$ cat src/rtl/gpio_pkg.sv
// Register map and reset constants shared by the PMOD GPIO bank and its bench.
package gpio_pkg;

  localparam logic [2:0] GPIO_OUT   = 3'd0;
  localparam logic [2:0] GPIO_DIR   = 3'd1;
  localparam logic [2:0] GPIO_IN    = 3'd2;
  localparam logic [2:0] GPIO_IEN   = 3'd3;
  localparam logic [2:0] GPIO_IPOL  = 3'd4;
  localparam logic [2:0] GPIO_IPEND = 3'd5;
  localparam logic [2:0] GPIO_OSET  = 3'd6;
  localparam logic [2:0] GPIO_OCLR  = 3'd7;

  // Every pin defaults to rising-edge interrupts.
  localparam logic IPOL_RST_BIT = 1'b1;

endpackage

$ cat src/rtl/gpio_in_filter.sv
// Per-pin input conditioning: synchroniser chain plus an optional debounce
// filter enabled by the GPIO_DEBOUNCE_EN macro.
module gpio_in_filter #(
  parameter int SYNC_STAGES     = 2,
  parameter int DEBOUNCE_CYCLES = 16
) (
  input  logic i_clk,
  input  logic i_rst,
  input  logic i_pad,
  output logic in_q
);

  logic [SYNC_STAGES-1:0] r_sync;
  logic                   w_sync;

  always_ff @(posedge i_clk or posedge i_rst) begin
    if (i_rst) r_sync <= '0;
    else       r_sync <= {r_sync[SYNC_STAGES-2:0], i_pad};
  end

  assign w_sync = r_sync[SYNC_STAGES-1];

`ifdef GPIO_DEBOUNCE_EN
  localparam int CNT_W = $clog2(DEBOUNCE_CYCLES);

  logic             r_filt;
  logic [CNT_W-1:0] r_cnt;

  // Counter tracks consecutive cycles of disagreement; it tops out at
  // DEBOUNCE_CYCLES-1 and the filtered value flips on the following cycle.
  always_ff @(posedge i_clk or posedge i_rst) begin
    if (i_rst) begin
      r_filt <= 1'b0;
      r_cnt  <= '0;
    end else if (w_sync == r_filt) begin
      r_cnt  <= '0;
    end else if (r_cnt == CNT_W'(DEBOUNCE_CYCLES - 1)) begin
      r_filt <= w_sync;
      r_cnt  <= '0;
    end else begin
      r_cnt  <= r_cnt + 1'b1;
    end
  end

  assign in_q = r_filt;
`else
  assign in_q = w_sync;

  if (DEBOUNCE_CYCLES < 2) begin : g_debounce_range
  end
`endif

endmodule

$ cat src/rtl/pmod_gpio_bank.sv
// Register-mapped GPIO bank on the J1 I/O bus: output data, direction, synchronised
// inputs and sticky edge interrupts. Optional input debounce via GPIO_DEBOUNCE_EN.
module pmod_gpio_bank
  import gpio_pkg::*;
#(
  parameter int NUM_PINS        = 8,
  parameter int DATA_W          = 16,
  parameter int SYNC_STAGES     = 2,
  parameter int DEBOUNCE_CYCLES = 16
) (
  input  logic                boardClk,
  input  logic                reset,
  input  logic [2:0]          bus_addr,
  input  logic [DATA_W-1:0]   bus_wdata,
  input  logic                bus_wr,
  input  logic                bus_rd,
  output logic [DATA_W-1:0]   bus_rdata,
  input  logic [NUM_PINS-1:0] pad_in,
  output logic [NUM_PINS-1:0] pad_out,
  output logic [NUM_PINS-1:0] pad_oeb,
  output logic                irq
);

  logic [NUM_PINS-1:0] r_out;
  logic [NUM_PINS-1:0] r_dir;
  logic [NUM_PINS-1:0] r_ien;
  logic [NUM_PINS-1:0] r_ipol;
  logic [NUM_PINS-1:0] r_ipend;
  logic [NUM_PINS-1:0] r_in_d;
  logic [DATA_W-1:0]   r_rdata;

  logic [NUM_PINS-1:0] w_in_q;
  logic [NUM_PINS-1:0] w_wmask;
  logic [NUM_PINS-1:0] w_hit;
  logic [NUM_PINS-1:0] w_w1c;
  logic [DATA_W-1:0]   w_rd_val;
  logic                w_unused_wdata;

  for (genvar g = 0; g < NUM_PINS; g++) begin : g_pin
    gpio_in_filter #(
      .SYNC_STAGES     (SYNC_STAGES),
      .DEBOUNCE_CYCLES (DEBOUNCE_CYCLES)
    ) u_filter (
      .i_clk (boardClk),
      .i_rst (reset),
      .i_pad (pad_in[g]),
      .in_q  (w_in_q[g])
    );
  end

  assign w_wmask        = bus_wdata[NUM_PINS-1:0];
  assign w_unused_wdata = ^bus_wdata;

  // Since in_d resets alongside in_q, release from reset never looks like an edge.
  assign w_hit = (r_ipol & w_in_q & ~r_in_d) | (~r_ipol & ~w_in_q & r_in_d);
  assign w_w1c = (bus_wr && bus_addr == GPIO_IPEND) ? w_wmask : '0;

  always_ff @(posedge boardClk or posedge reset) begin
    if (reset) begin
      r_out   <= '0;
      r_dir   <= '0;
      r_ien   <= '0;
      r_ipol  <= {NUM_PINS{IPOL_RST_BIT}};
      r_ipend <= '0;
      r_in_d  <= '0;
    end else begin
      r_in_d  <= w_in_q;
      // A fresh edge overrides a simultaneous clear of the same bit.
      r_ipend <= (r_ipend & ~w_w1c) | w_hit;
      if (bus_wr) begin
        case (bus_addr)
          GPIO_OUT:  r_out  <= w_wmask;
          GPIO_DIR:  r_dir  <= w_wmask;
          GPIO_IEN:  r_ien  <= w_wmask;
          GPIO_IPOL: r_ipol <= w_wmask;
          GPIO_OSET: r_out  <= r_out | w_wmask;
          GPIO_OCLR: r_out  <= r_out & ~w_wmask;
          default:   ;
        endcase
      end
    end
  end

  always_comb begin
    w_rd_val = '0;
    case (bus_addr)
      GPIO_OUT:   w_rd_val[NUM_PINS-1:0] = r_out;
      GPIO_DIR:   w_rd_val[NUM_PINS-1:0] = r_dir;
      GPIO_IN:    w_rd_val[NUM_PINS-1:0] = w_in_q;
      GPIO_IEN:   w_rd_val[NUM_PINS-1:0] = r_ien;
      GPIO_IPOL:  w_rd_val[NUM_PINS-1:0] = r_ipol;
      GPIO_IPEND: w_rd_val[NUM_PINS-1:0] = r_ipend;
      default:    w_rd_val = '0;
    endcase
  end

  // Read data samples pre-write register values and holds until the next read.
  always_ff @(posedge boardClk or posedge reset) begin
    if (reset)       r_rdata <= '0;
    else if (bus_rd) r_rdata <= w_rd_val;
  end

  assign bus_rdata = r_rdata;
  assign pad_out   = r_out;
  assign pad_oeb   = ~r_dir;
  assign irq       = |(r_ipend & r_ien);

endmodule

$ cat config.mk
export PLATFORM = sky130hd
export DESIGN_NAME = pmod_gpio_bank
export DESIGN_NICKNAME = d
export VERILOG_FILES = /design/src/rtl/gpio_pkg.sv /design/src/rtl/gpio_in_filter.sv /design/src/rtl/pmod_gpio_bank.sv
export SDC_FILE = /design/constraint.sdc
export NUM_CORES = 1
export LEC_CHECK = 0
export CAP_MARGIN = 20
export CORE_ASPECT_RATIO = 0.7
export CORE_MARGIN = 5
export CORE_UTILIZATION = 30
export CTS_CLUSTER_DIAMETER = 100
export DETAILED_ROUTE_END_ITERATION = 10
export SETUP_SLACK_MARGIN = 0.05
export SLEW_MARGIN = 40
export SYNTH_ARGS = -nofsm -noshare
export SYNTH_HDL_FRONTEND = slang
export SYNTH_SLANG_ARGS = --single-unit
$ cat constraint.sdc
create_clock -name boardClk -period 2.5 [get_ports boardClk]
set_clock_uncertainty 0.05 [all_clocks]
set_input_delay 0.5 -clock boardClk [delete_from_list [all_inputs] [get_ports boardClk]]
set_output_delay 0.5 -clock boardClk [all_outputs]
set_load 0.01 [all_outputs]
* Word-level counts from Yosys, hierarchy flattened
Cells that the tools add are included.
** Cells by class
- Eq/ne operators :: 7
- Muxes and demuxes :: 3
- Bitwise gates (word level) :: 16
- Reduce and logical (&&, ||, !) cells :: 8
** Operators with widths (count)
- $and 8x8->8 :: 7
- $not 8->8 :: 6
- $pmux 8 s6 :: 1
- $or 8x8->8 :: 3
- $pmux 8 s3 :: 1
- $eq 3x3->1 const B :: 4
- $mux 8 :: 1
- $reduce_and 2->1 :: 4
- $reduce_or 8->1 :: 1
- $eq 3x2->1 const B :: 2
- $eq 3x1->1 const B :: 1
- $logic_not 3->1 :: 1
- $reduce_bool 3->1 :: 1
- $logic_and 1x1->1 :: 1
** Storage, ports and cells
- Bits in registers :: 72
- Bits of input ports :: 31
- Output and inout bits :: 33
- Word-level logic and storage cells :: 49

* Logic depth before layout (Yosys ltp)
- Depth after elaboration :: 6
- Gate-level depth with buffers :: 6
- Depth with buffers taken out :: 4

* Cells and area by module
Synthesis repeated with hierarchy kept, for this count alone.
** Unflattened totals
- Cells, all modules :: 283
- Area, all modules :: 3362.0 um^2
** Modules (own cells, without submodules)
- pmod_gpio_bank :: instances 1, cells an instance 259, area an instance 2931.6 um^2, sequential area each 1411.4 um^2
- gpio_in_filter :: instances 8, cells an instance 3, area an instance 53.8 um^2, sequential area each 50.0 um^2

* Least setup slack after synthesis
OpenSTA, ideal clock, no wires.
- Kind :: input-to-reg
- Start point :: input port bus_addr[1]
- End point :: register r_out[0] (netlist: pad_out[0])
- Arrival time :: 1.442 ns
- Data required time :: 2.308 ns
- Setup slack :: 0.866 ns
- Stages on the path :: 5
- Cells stage by stage :: buf_2 > or4b_4 > buf_6 > a21oi_2 > a211oi_1
** On the way
- Word-level cells in the longest chain between the ends :: 3
- Elaborated cells on any way between the ends :: 6
** Ends and longest elaborated chain
- from (decl) :: RTL line pmod_gpio_bank.sv:13 : input logic [2:0] bus_addr,
- $eq 3x3->1 / $logic_not 3->1 (equally long branches) :: RTL line pmod_gpio_bank.sv:71 : case (bus_addr)
- $reduce_bool 3->1 (no source line)
- $reduce_and 2->1 (no source line)
- to (signal assigned) :: RTL line pmod_gpio_bank.sv:72 : GPIO_OUT: r_out <= w_wmask;
- to (signal assigned) :: RTL line pmod_gpio_bank.sv:76 : GPIO_OSET: r_out <= r_out | w_wmask;
- to (signal assigned) :: RTL line pmod_gpio_bank.sv:77 : GPIO_OCLR: r_out <= r_out & ~w_wmask;
- to (decl) :: RTL line pmod_gpio_bank.sv:24 : logic [NUM_PINS-1:0] r_out;
Several ways; a longest one is shown, not always the timed one.
A chain may end at the register's enable or synchronous reset.

* Worst setup path in the final report
- Start point :: register r_ipend[2]
- End point :: output port irq
** On the way
- Word-level cells in the longest chain between the ends :: 2
** Ends and longest elaborated chain
- from (decl) :: RTL line pmod_gpio_bank.sv:28 : logic [NUM_PINS-1:0] r_ipend;
- from (signal assigned) :: RTL line pmod_gpio_bank.sv:69 : r_ipend <= (r_ipend & ~w_w1c) | w_hit;
- $and 8x8->8 :: RTL line pmod_gpio_bank.sv:106 : assign irq = |(r_ipend & r_ien);
- $reduce_or 8->1 :: RTL line pmod_gpio_bank.sv:106
- to (decl) :: RTL line pmod_gpio_bank.sv:21 : output logic irq
No other way between the ends.

==> results_dict.tcl <==
set metrics [dict create \
    syn_to_final_growth_pct 29.6 \
    required_ps 1950 \
    drv_slew 0 \
    synth_cell_types 38 \
    place_inst 478 \
    final_cells 494 \
    dieArea_um2 13100 \
    grt_first_pass_wirelength_um 13200 \
    ant_nets 0 \
    peakVddDrop_mv 0.427 \
    fp.dieW_um 135 \
    status "complete, no violations" \
    crit_start "r_ipend[2]$_DFF_PP0_" \
    syn_area_um2 3270 \
    yosysMostFrequentCell "dfrtp_1" \
    ctsHoldBuffers 0 \
    synth_edf_count 0 \
    reg2regPathDepth 3 \
    numCtsBuffers 9 \
    rsz0062_at_grt "no" \
    relSlewSlack_pct 61.6 \
    period_minus_slack_ps 2290 \
    grt_usage_pct 13.1 \
    layout-drive-gt1-share_pct 19.7 \
    fin_area_um2 4240 \
    worstPathMaxFanout 3 \
    num_io_pins 64 \
    fp-row-count 31 \
    clkLatencyLatePin_ps 340 \
    syn_avg_cell_area_um2 11.4 \
    synth-main-ff-cell "dfrtp_1" \
    yosys.area.top_type "dfrtp_1" \
    post_cts_buffers 0 \
    clkPwrFrac_pct 39.4 \
    vias 2362 \
    synth-seq-cells 72 \
    critPathLaunchType "register" \
    cts_tree "built" \
    place_hpwl_um 5640 \
    ys_warn_count 0 \
    synth_top_area_share_pct 49.0 \
    design.core.area_um2 10500 \
    total_power_w 0.00331 \
    yosysSeqAreaShare_pct 55.5 \
    place_congestion 0.791 \
    p_leak_nw 1.76 \
    async_flop_share_pct 100 \
    cts.sinks 72 \
    htree_levels 3 \
    port_buffers 47 \
    first_iter_violations 203 \
    avgViaCountPerCell 4.78 \
    synth_cells 287 \
    n_antenna_cell 0 \
    arrival_ps 1740 \
    dpl_cell_area_um2 3930 \
    antenna_found_initial 0 \
    setup_viol 0 \
    end_kind "primary output" \
    worst_slew_pin_slew_ps 574 \
    worstReg2RegStart "pad_out[2]$_DFFE_PP0P_" \
    p_switching_w 0.000867 \
    cts_buffer_depth 2 \
    p_per_area_nw_per_um2 781 \
    grt_max_degree 73 \
    fin_tns_setup_ps 0 \
    drc 0 \
    num-fill-cells 1004 \
    max_cap_violations 0 \
    p_seq_share_pct 44.0 \
    post_drt_wl_per_cell_um 16.3 \
    overflow 0 \
    fin_util_pct 40.3 \
    cts.clk_slew.worst_paths_ps 60 \
    synth.area.top_cells "dfrtp_1 (49%), dfstp_2 (6.4%), mux2_2 (5.5%)" \
    min_path_type "reg2reg" \
    cts_resized 0 \
    crit_type "reg2out" \
    power_frac_comb_pct 16.6 \
    drt_pass1_iterations 4 \
    finalHoldViolations 0 \
    nNetsFinal 372 \
    holdPathStages 0 \
    min_period_over_period_pct 91.6 \
    intPower_w 0.00244 \
    worstHoldStart "g_pin[5].u_filter.r_sync[0]$_DFF_PP0_" \
    clock-root-buffer "clkbuf_16" \
    routed_wl_um 8040 \
    grt_pass1_vias 2443 \
    yosys-top-cells-count "dfrtp_1 (64), nand2_1 (35), nor2_1 (22), o21ai_0 (22), mux2i_1 (17)" \
    chipHeight_um 97.3 \
    p_sw_share_pct 26.2 \
    fmax_ghz 0.437 \
    initial_core_util_pct 31.1 \
]
## metal layers
layer  GRT usage [%]  routed length, um  share of wire (%)  vias to the layer above
li1                -                  -                  -                     1116
met1            18.5               4040                 50                     1179
met2            18.5               3480                 43                       53
met3            4.19                359                4.5                       14
met4            5.16                168                2.1                        0
met5               0                  0                  0                        -
## cells in the final DEF, fill, tap and decap left out, drive strengths merged, types with 5 or more instances in the layout
cell	Yosys	layout
dfrtp	64	64
a221o	6	6
nand2	35	35
nor2	22	22
dfstp	8	8
clkdlybuf4s50	0	47
o21ai	23	23
mux2i	17	17
mux2	16	16
conb	1	8
o22ai	5	5
inv	10	11
a21oi	11	11
buf	19	13
a211oi	7	7
clkbuf	5	10
o22a	7	7
## power groups by stage
stage	combinational, W	sequential, W	clock, W
floorplan	0.000319	0.00145	0
global placement	0.000542	0.00147	0
detailed placement	0.000555	0.00147	0
CTS	0.000559	0.00145	0.00134
global route	0.000607	0.00147	0.00138
finish	0.000550	0.00145	0.00130
## cell type report
| type | count | area (um2) | area share, % |
|---|---|---|---|
| inverters | 10 | 37.5 | 0.886 |
| repair buffers | 60 | 606 | 14.3 |
| well taps | 148 | 185 | 4.37 |
| clock inverters | 6 | 67.6 | 1.60 |
| multi-input cells | 188 | 1290 | 30.4 |
| flip-flops and latches | 72 | 1810 | 42.8 |
| clock buffers | 10 | 239 | 5.64 |
## final timing paths
kind | end | slack [ps]
setup / recovery | irq | 210
hold / removal | g_pin[5].u_filter.r_sync[1]$_DFF_PP0_ | 290
setup reg to reg | bus_rdata[2]$_DFFE_PP0P_ | 1150
hold reg to reg | g_pin[5].u_filter.r_sync[1]$_DFF_PP0_ | 290
max in group asynchronous | r_ipol[3]$_DFFE_PP1P_ | 1540
min in group asynchronous | g_pin[1].u_filter.r_sync[0]$_DFF_PP0_ | 490
## registers in the layout, indices dropped and copies added (netlist names)
register               cells
r_ien                      8
r_dir                      8
pad_out                    8
r_in_d                     8
g_pin.u_filter.r_sync     16
r_ipend                    8
r_ipol                     8
bus_rdata                  8
## cell families (layout without fill, tap and decap cells)
kind of cell | count (synthesis) | in the layout | share of synthesized area [%]
AND/OR/NAND/NOR | 77 | 77 | 11.6
flip-flops | 72 | 72 | 55.5
AO/OA/AOI/OAI | 67 | 67 | 14.2
multiplexers | 36 | 36 | 12.8
buffers and inverters | 34 | 86 | 5.90
other | 1 | 8 | 0.115
## worst max-delay path: stages, from the launching register on
cell,delay (ps)
dfrtp_1,400
a22oi_1,300
nand4_1,190
clkdlybuf4s50_1,520
## metrics by stage
stage / setup WS (ps) / hold WS [ps]
finish: 209 / 294
global route: 165 / 306
CTS: 196 / 298
detailed placement: 200 / 286
global placement: 204 / 284
floorplan: 138 / 281
(Power assumes the default switching activity.)
